**src/rtl/stopwatch_pkg.sv**
```systemverilog
// Shared constants and state encoding for the four-digit BCD stopwatch.
// Imported by the stopwatch top level.
package stopwatch_pkg;

    localparam int DIGIT_W    = 4;
    localparam int NUM_DIGITS = 4;
    localparam int DIGITS_W   = DIGIT_W * NUM_DIGITS;

    localparam logic [1:0] ST_IDLE  = 2'd0;
    localparam logic [1:0] ST_RUN   = 2'd1;
    localparam logic [1:0] ST_PAUSE = 2'd2;
    localparam logic [1:0] ST_FULL  = 2'd3;

    localparam logic [DIGITS_W-1:0] BCD_MAX   = 16'h9999;
    localparam logic [DIGIT_W-1:0]  DIGIT_MAX = 4'd9;

    typedef enum logic [1:0] {
        IDLE  = ST_IDLE,
        RUN   = ST_RUN,
        PAUSE = ST_PAUSE,
        FULL  = ST_FULL
    } sw_state_e;

endpackage

```
**src/rtl/btn_debounce.sv**
```systemverilog
// Raw button conditioner: 2-FF synchroniser, stability counter, and a
// one-cycle pulse on each accepted press (0->1 of the debounced level).
module btn_debounce #(
    parameter int DEBOUNCE_CYCLES = 250_000
) (
    input  logic clk,
    input  logic rst_n,
    input  logic raw,
    output logic level,
    output logic rise_p
);

    localparam int CW = (DEBOUNCE_CYCLES > 1) ? $clog2(DEBOUNCE_CYCLES) : 1;
    localparam logic [CW-1:0] CNT_LAST = CW'(DEBOUNCE_CYCLES - 1);

    logic          sync1_q;
    logic          sync2_q;
    logic [CW-1:0] cnt_q;
    logic [CW-1:0] cnt_d;
    logic          level_q;
    logic          level_d;
    logic          level_dly_q;

    always_ff @(posedge clk or negedge rst_n) begin
        if (!rst_n) begin
            sync1_q     <= 1'b0;
            sync2_q     <= 1'b0;
            cnt_q       <= '0;
            level_q     <= 1'b0;
            level_dly_q <= 1'b0;
        end else begin
            sync1_q     <= raw;
            sync2_q     <= sync1_q;
            cnt_q       <= cnt_d;
            level_q     <= level_d;
            level_dly_q <= level_q;
        end
    end

    // Any sample that agrees with the accepted level restarts the stability window.
    always_comb begin
        cnt_d   = '0;
        level_d = level_q;
        if (sync2_q != level_q) begin
            if (cnt_q == CNT_LAST) begin
                level_d = sync2_q;
            end else begin
                cnt_d = cnt_q + 1'b1;
            end
        end
    end

    assign level  = level_q;
    assign rise_p = level_q & ~level_dly_q;

endmodule

```
**src/rtl/bcd_stopwatch.sv**
```systemverilog
// Four-digit BCD stopwatch (SS.hh) with debounced start/stop and clear buttons;
// drives the digit word of the seven-segment display driver.
module bcd_stopwatch #(
    parameter int TICK_DIV        = 250_000,
    parameter int DEBOUNCE_CYCLES = 250_000
) (
    input  logic        clk,
    input  logic        rst_n,
    input  logic        btn_start,
    input  logic        btn_clear,
    output logic [15:0] digits,
    output logic        running,
    output logic        ovf
);

    import stopwatch_pkg::*;

    localparam int PW = (TICK_DIV > 1) ? $clog2(TICK_DIV) : 1;
    localparam logic [PW-1:0] PRESC_LAST = PW'(TICK_DIV - 1);

    sw_state_e            state_q;
    sw_state_e            state_d;
    logic [PW-1:0]        presc_q;
    logic [PW-1:0]        presc_d;
    logic [DIGITS_W-1:0]  digits_q;
    logic [DIGITS_W-1:0]  digits_d;
    logic [DIGITS_W-1:0]  digits_inc;
    logic [NUM_DIGITS-1:0] carry;
    logic                 tick;
    logic                 start_p;
    logic                 clear_p;
    logic                 start_level;
    logic                 clear_level;
    logic                 unused_levels;

    btn_debounce #(.DEBOUNCE_CYCLES(DEBOUNCE_CYCLES)) u_start_db (
        .clk    (clk),
        .rst_n  (rst_n),
        .raw    (btn_start),
        .level  (start_level),
        .rise_p (start_p)
    );

    btn_debounce #(.DEBOUNCE_CYCLES(DEBOUNCE_CYCLES)) u_clear_db (
        .clk    (clk),
        .rst_n  (rst_n),
        .raw    (btn_clear),
        .level  (clear_level),
        .rise_p (clear_p)
    );

    assign unused_levels = start_level ^ clear_level;

    // Ripple-carry decimal increment, one nibble per generate slice.
    assign carry[0] = 1'b1;
    genvar gi;
    generate
        for (gi = 0; gi < NUM_DIGITS; gi++) begin : g_digit
            logic [DIGIT_W-1:0] nib;
            assign nib = digits_q[gi*DIGIT_W +: DIGIT_W];
            assign digits_inc[gi*DIGIT_W +: DIGIT_W] =
                !carry[gi]          ? nib :
                (nib == DIGIT_MAX)  ? '0  : nib + 1'b1;
            if (gi < NUM_DIGITS - 1) begin : g_carry
                assign carry[gi+1] = carry[gi] && (nib == DIGIT_MAX);
            end
        end
    endgenerate

    assign tick = (state_q == RUN) && (presc_q == PRESC_LAST);

    always_ff @(posedge clk or negedge rst_n) begin
        if (!rst_n) begin
            state_q  <= IDLE;
            presc_q  <= '0;
            digits_q <= '0;
        end else begin
            state_q  <= state_d;
            presc_q  <= presc_d;
            digits_q <= digits_d;
        end
    end

    always_comb begin
        state_d  = state_q;
        presc_d  = presc_q;
        digits_d = digits_q;
        case (state_q)
            IDLE: begin
                presc_d = '0;
                if (start_p) begin
                    state_d = RUN;
                end
            end
            RUN: begin
                presc_d = tick ? '0 : presc_q + 1'b1;
                if (tick) begin
                    // A tick at 99.99 saturates; a simultaneous start press is dropped.
                    if (digits_q == BCD_MAX) begin
                        state_d = FULL;
                    end else begin
                        digits_d = digits_inc;
                        if (start_p) begin
                            state_d = PAUSE;
                        end
                    end
                end else if (start_p) begin
                    state_d = PAUSE;
                end
            end
            PAUSE: begin
                if (start_p) begin
                    state_d = RUN;
                end
            end
            FULL: begin
                presc_d = '0;
            end
            default: begin
                state_d = IDLE;
            end
        endcase
        if (clear_p) begin
            state_d  = IDLE;
            presc_d  = '0;
            digits_d = '0;
        end
    end

    assign digits  = digits_q;
    assign running = (state_q == RUN);
    assign ovf     = (state_q == FULL);

endmodule

```
**config.mk**
```make
export PLATFORM = sky130hd
export DESIGN_NAME = bcd_stopwatch
export DESIGN_NICKNAME = d
export VERILOG_FILES = /design/src/rtl/stopwatch_pkg.sv /design/src/rtl/btn_debounce.sv /design/src/rtl/bcd_stopwatch.sv
export SDC_FILE = /design/constraint.sdc
export NUM_CORES = 1
export LEC_CHECK = 0
export CAP_MARGIN = 15
export CORE_MARGIN = 10
export CORE_UTILIZATION = 56
export DETAILED_ROUTE_END_ITERATION = 7
export PLACE_DENSITY = 0.75
export SETUP_SLACK_MARGIN = 0.3
export SLEW_MARGIN = 5
export SYNTH_ARGS = -nofsm -noshare
export SYNTH_HDL_FRONTEND = slang
export SYNTH_SLANG_ARGS = --single-unit
```
**constraint.sdc**
```tcl
create_clock -name clk -period 5.5 [get_ports clk]
set_input_delay 0.825 -clock clk [delete_from_list [all_inputs] [get_ports clk]]
set_output_delay 0.825 -clock clk [all_outputs]
set_load 0.02 [all_outputs]
```
After elaboration in Yosys (flattened, before gate mapping)
Index checks and enable logic that the tools add are counted.
Operators by class
  add/subtract/negate cells: 7
  equality and inequality tests: 15
  mux-type cells: 24
  bitwise logic cells: 4
  reduce and logical (&&, ||, !) cells: 20
Operators by type and width (count)
  18-bit 2-to-1 mux: 6
  16-bit 2-to-1 mux: 4
  18-bit by 1-bit adder with 18-bit output (second input constant): 3
  18-bit == test (second input constant): 3
  18-bit one-hot mux with 2 select lines: 1
  4-bit 2-to-1 mux: 7
  4-bit by 1-bit adder with 4-bit output (second input constant): 4
  16-bit == test (second input constant): 1
  4-bit == test (second input constant): 4
  4-bit AND reduction: 3
  2-bit 2-to-1 mux: 5
  2-bit nonzero test: 5
  2-bit AND reduction: 3
  3-bit nonzero test: 2
  2-bit == test (second input constant): 2
  2-bit one-hot mux with 2 select lines: 1
  2-bit OR reduction: 2
  1-bit logical AND: 3
  3-bit by 1-bit != test with 1-bit output (second input constant): 1
  3-bit AND reduction: 1
  1-bit AND: 2
  2-bit by 1-bit == test with 1-bit output (second input constant): 1
  2-bit logical NOT: 1
  1-bit != test: 2
  2 further kinds: 3
Storage, ports and cells
  flip-flop bits (word level): 80
  input port bits: 4
  output and inout port bits: 18
  logic and storage cells: 86

Longest topological paths before layout
  depth in word-level cells: 8
  gate-level depth with buffers: 8
  gate-level depth less buffers: 7

Hierarchy
A second synthesis with hierarchy kept.
Second synthesis, totals
  cell total of the unflattened synthesis: 434
  area, all modules: 4301.6 sq um
Modules (own cells, without submodules)
  bcd_stopwatch: times used 1, cells an instance 234, area an instance 2179.6 sq um, sequential area each 900.9 sq um
  btn_debounce: times used 2, cells an instance 100, area an instance 1061.0 sq um, sequential area each 550.5 sq um

Least setup slack after synthesis
No wires, ideal clock.
  kind: reg2reg
  start: register state_q[1]
  end: register digits_q[5] (netlist: digits[5])
  setup time: 123 ps
  arrival: 1921 ps
  data required time: 5377 ps
  slack: 3456 ps
  stages on the path, launching flop included: 8
  path buffers: 0
  clock period less this slack: 2044 ps
  cells stage by stage: dfrtp_1 inv_1 ha_1 nand3_1 or2_1 or4_4 nand3_1 o31ai_2
On the way
  cells in the longest elaborated chain, start to end: 4
  elaborated cells on any way between the ends: 5
  those cells by class: eq/ne: 1; reduce/logical: 4
RTL lines
  start: declaration: RTL line bcd_stopwatch.sv:21  | sw_state_e state_q;
  start signal: assignment: RTL line bcd_stopwatch.sv:78  | state_q <= state_d;
  2-bit by 1-bit == test with 1-bit output (*)
  net running: RTL line bcd_stopwatch.sv:12  | output logic running,
  1-bit logical AND: RTL line bcd_stopwatch.sv:70  | assign tick = (state_q == RUN) && (presc_q == PRESC_LAST);
  2-bit nonzero test (no source line)
  4-bit AND reduction (no source line) (*)
  end signal: assignment: RTL line bcd_stopwatch.sv:80  | digits_q <= digits_d;
  end: declaration: RTL line bcd_stopwatch.sv:25  | logic [DIGITS_W-1:0] digits_q;
The timed path passes the listed nets; every way through them passes the cells marked *.
A chain may end at the register's enable or synchronous reset.

Final worst setup path
  start: register state_q[1]
  end: output port running
On the way
  cells in the longest elaborated chain, start to end: 1
RTL lines
  2-bit by 1-bit == test with 1-bit output: RTL line bcd_stopwatch.sv:131  | assign running = (state_q == RUN);
  end: declaration: RTL line bcd_stopwatch.sv:12
No other way between the ends.

==> impl_metrics.toml <==
[critical_path]
reg2reg_depth = 5
crit_slowest_cell = "clkdlybuf4s50_1"
required_ns = 4.68
arrival_ns = 1.76
critical_path_class = "register to primary output"
worstSetupStartpointType = "register"
cp_cell_sequence = "inv_1, ha_1, clkdlybuf4s50_1"
critPathMaxFanout = 6
end_kind = "primary output"
cp_slowest_stage_delay_ns = 0.63

[die]
core_region_area_sq_mm = 0.00721
pin_count = 22
die_width_um = 106
rows = 31
die-area_sq_mm = 0.0112
die_h_um = 106
start_util = 0.574

[synthesis]
syn_area_per_cell_sq_um = 9.95
synthAdderAreaFrac = 0.0484
syn_nets = 436
synth_top_family_by_area = "simple AND/OR/NAND/NOR gates"
synth_warnings = 0
ys_async_sr_fraction = 1.00
synth_compound_area_frac = 0.0695
yosysUniqueCellTypes = 53
yosysSeqAreaShare = 0.484
yosys_most_used_dff = "dfrtp_1"
synthXorXnorAreaFrac = 0.102
synthMuxAreaShare = 0.00544
yosys.area_share.simple = 0.268
synth_enable_flop_cells = 0
synth_seq_cells = 80
netlist_area_sq_mm = 0.00414
synthCells = 416

[flow_run]
maxCapViolations = 0

[power_and_ir_drop]
powerDensity_mw_per_mm2 = 238
p_leak_nw = 1.95
peakVddDrop_mv = 0.165

[grt]
grt_overflow = 0
grt_pass1_vias = 3056
grt_max_degree = 81
grt_pass1_wl_um = 14300
gr-usage-all-layers = 0.150
antenna_found_initial = 0

[layout]
layout.cells.most_common = "dfrtp_1"
num_antenna_cells = 0
final_cell_mix = "dfrtp_1, nor2_1, xor2_1"
layout.nets = 456
n_fill_cell = 604
drive_gt1_frac = 0.0636
layout.area.seq_sq_mm = 0.00200
area_growth_syn_to_layout_pct = 11.9
layout.cells.non_filler = 539
postLayoutCoreUtil = 0.642
multi_input_area_sq_mm = 0.00204

[sta]
finalCritPeriodShare = 0.470
hold_slack_ns = 0.353
fin_skew_ns = 0.0150
max-slew-margin-rel = 0.339
period_minus_slack_ns = 2.59
setup_viol = 0
fmax_mhz = 387
rsz0062_at_grt = "no"
finalHoldViolations = 0
slew_violations = 0
worst_slew_pin_slew_ns = 0.992
tns_ns = 0

[place]
dp_cells = 524
hpwl_um = 5450
port_buffers = 21
gp_congestion = 0.870

[cts]
post_cts_resized = 0
numCtsBuffers = 9
ctsHoldBuffers = 0
insertion_delay_ns = 0.36
cts_sinks = 80
cts_tree = "built"
clock_path_buffers = 2
cts-htree-levels = 3
post_cts_buffers = 0
path_clk_slew_ns = 0.09
cts_root_buffer = "clkbuf_8"

[route]
drt_first_pass_iters = 5
antenna_left = 0
vias = 3069
drt-initial-drc-count = 86
finalWirelength_um = 8040
drc = 0
viasPerCell = 5.69
routedWlPerCell_um = 14.9

[min_path]
hold_path_depth = 0
hp-class = "register to register"

[status]
outcome = "completed"
==> metal layers <==
| metal | share of wire | GRT usage |
|---|---|---|
| met1 | 0.47 | 0.188 |
| met4 | 0.017 | 0.0658 |
| met2 | 0.48 | 0.244 |
| met5 | 0 | 0 |
| met3 | 0.033 | 0.0344 |
==> metrics by stage <==
step	setup WS (ns)	cell area, sq um	power, mW
after CTS	2.90	4630	1.11
after floorplan	3.46	4140	0.617
after global placement	3.33	4410	0.632
after detailed placement	3.22	4410	0.632
final	2.91	4630	1.10
after global routing	2.88	4630	1.14
==> logic make-up after synthesis <==
logic type               Yosys count
XOR/XNOR                          48
adder cells (fa/ha/maj)           16
flip-flops                        80
AO/OA/AOI/OAI                     39
buffers and inverters             23
AND/OR/NAND/NOR                  208
multiplexers                       2
==> worst paths after layout <==
kind	from	endpoint	slack [ns]
min	u_clear_db.sync1_q	u_clear_db.sync2_q	0.35
max	state_q[1]	running	2.91
max reg2reg	u_clear_db.level_dly_q	presc_q[9]	3.21
max in group asynchronous	rst_n	u_clear_db.cnt_q[9]	4.23
min in group asynchronous	rst_n	presc_q[5]	0.61
min reg2reg	u_clear_db.sync1_q	u_clear_db.sync2_q	0.35
==> cells in the mapped netlist, drive strengths merged, types with 3 or more instances <==
| cell | count | area, sq um |
|---|---|---|
| o21ai | 9 | 45.0 |
| nand3 | 33 | 175 |
| clkbuf | 4 | 15.0 |
| xor2 | 34 | 298 |
| or3 | 3 | 18.8 |
| nand4 | 17 | 106 |
| a21oi | 9 | 45.0 |
| nor4b | 3 | 26.3 |
| nor4 | 7 | 65.1 |
| buf | 8 | 41.3 |
| nand3b | 6 | 45.0 |
| and4 | 6 | 52.6 |
| and3 | 11 | 68.8 |
| nand2b | 3 | 18.8 |
| xnor2 | 14 | 123 |
| nand2 | 30 | 113 |
| ha | 16 | 200 |
| nor3 | 8 | 40.0 |
| nor2 | 63 | 236 |
| nor2b | 6 | 37.5 |
| dfrtp | 80 | 2000 |
| and2 | 4 | 25.0 |
| inv | 11 | 41.3 |
| a211oi | 3 | 27.5 |
==> flip-flops by register name (all words and copies together), names as in the netlist <==
register,count
u_start_db.level_dly_q,1
u_start_db.level,1
u_start_db.cnt_q,18
u_clear_db.cnt_q,18
presc_q,18
u_clear_db.level,1
u_clear_db.level_dly_q,1
state_q,2
u_clear_db.sync2_q,1
digits,16
u_start_db.sync1_q,1
u_clear_db.sync1_q,1
u_start_db.sync2_q,1
==> critical path, delay by kind of cell, from the launching register on <==
kind | cells | cell delay (ns)
flip-flops | 1 | 0.45
buffers and inverters | 2 | 0.73
adder cells (fa/ha/maj) | 1 | 0.22
==> power by group <==
group          switching [mW]  internal, mW  total [mW]  leakage (nW)
registers             0.00324         0.593       0.596          1.10
logic                  0.0180       0.00560      0.0236         0.741
clock network           0.218         0.266       0.483         0.108
total                   0.239         0.864        1.10          1.95
==> final cells by class <==
cell class,count,area share
Multi-Input combinational cell,313,0.440
Sequential cell,80,0.432
Timing Repair Buffer,21,0.0448
Clock buffer,10,0.0297
Tap cell,99,0.0267
Clock inverter,5,0.0176
Inverter,11,0.00891
Note: power is estimated with default switching activity, not from simulation.
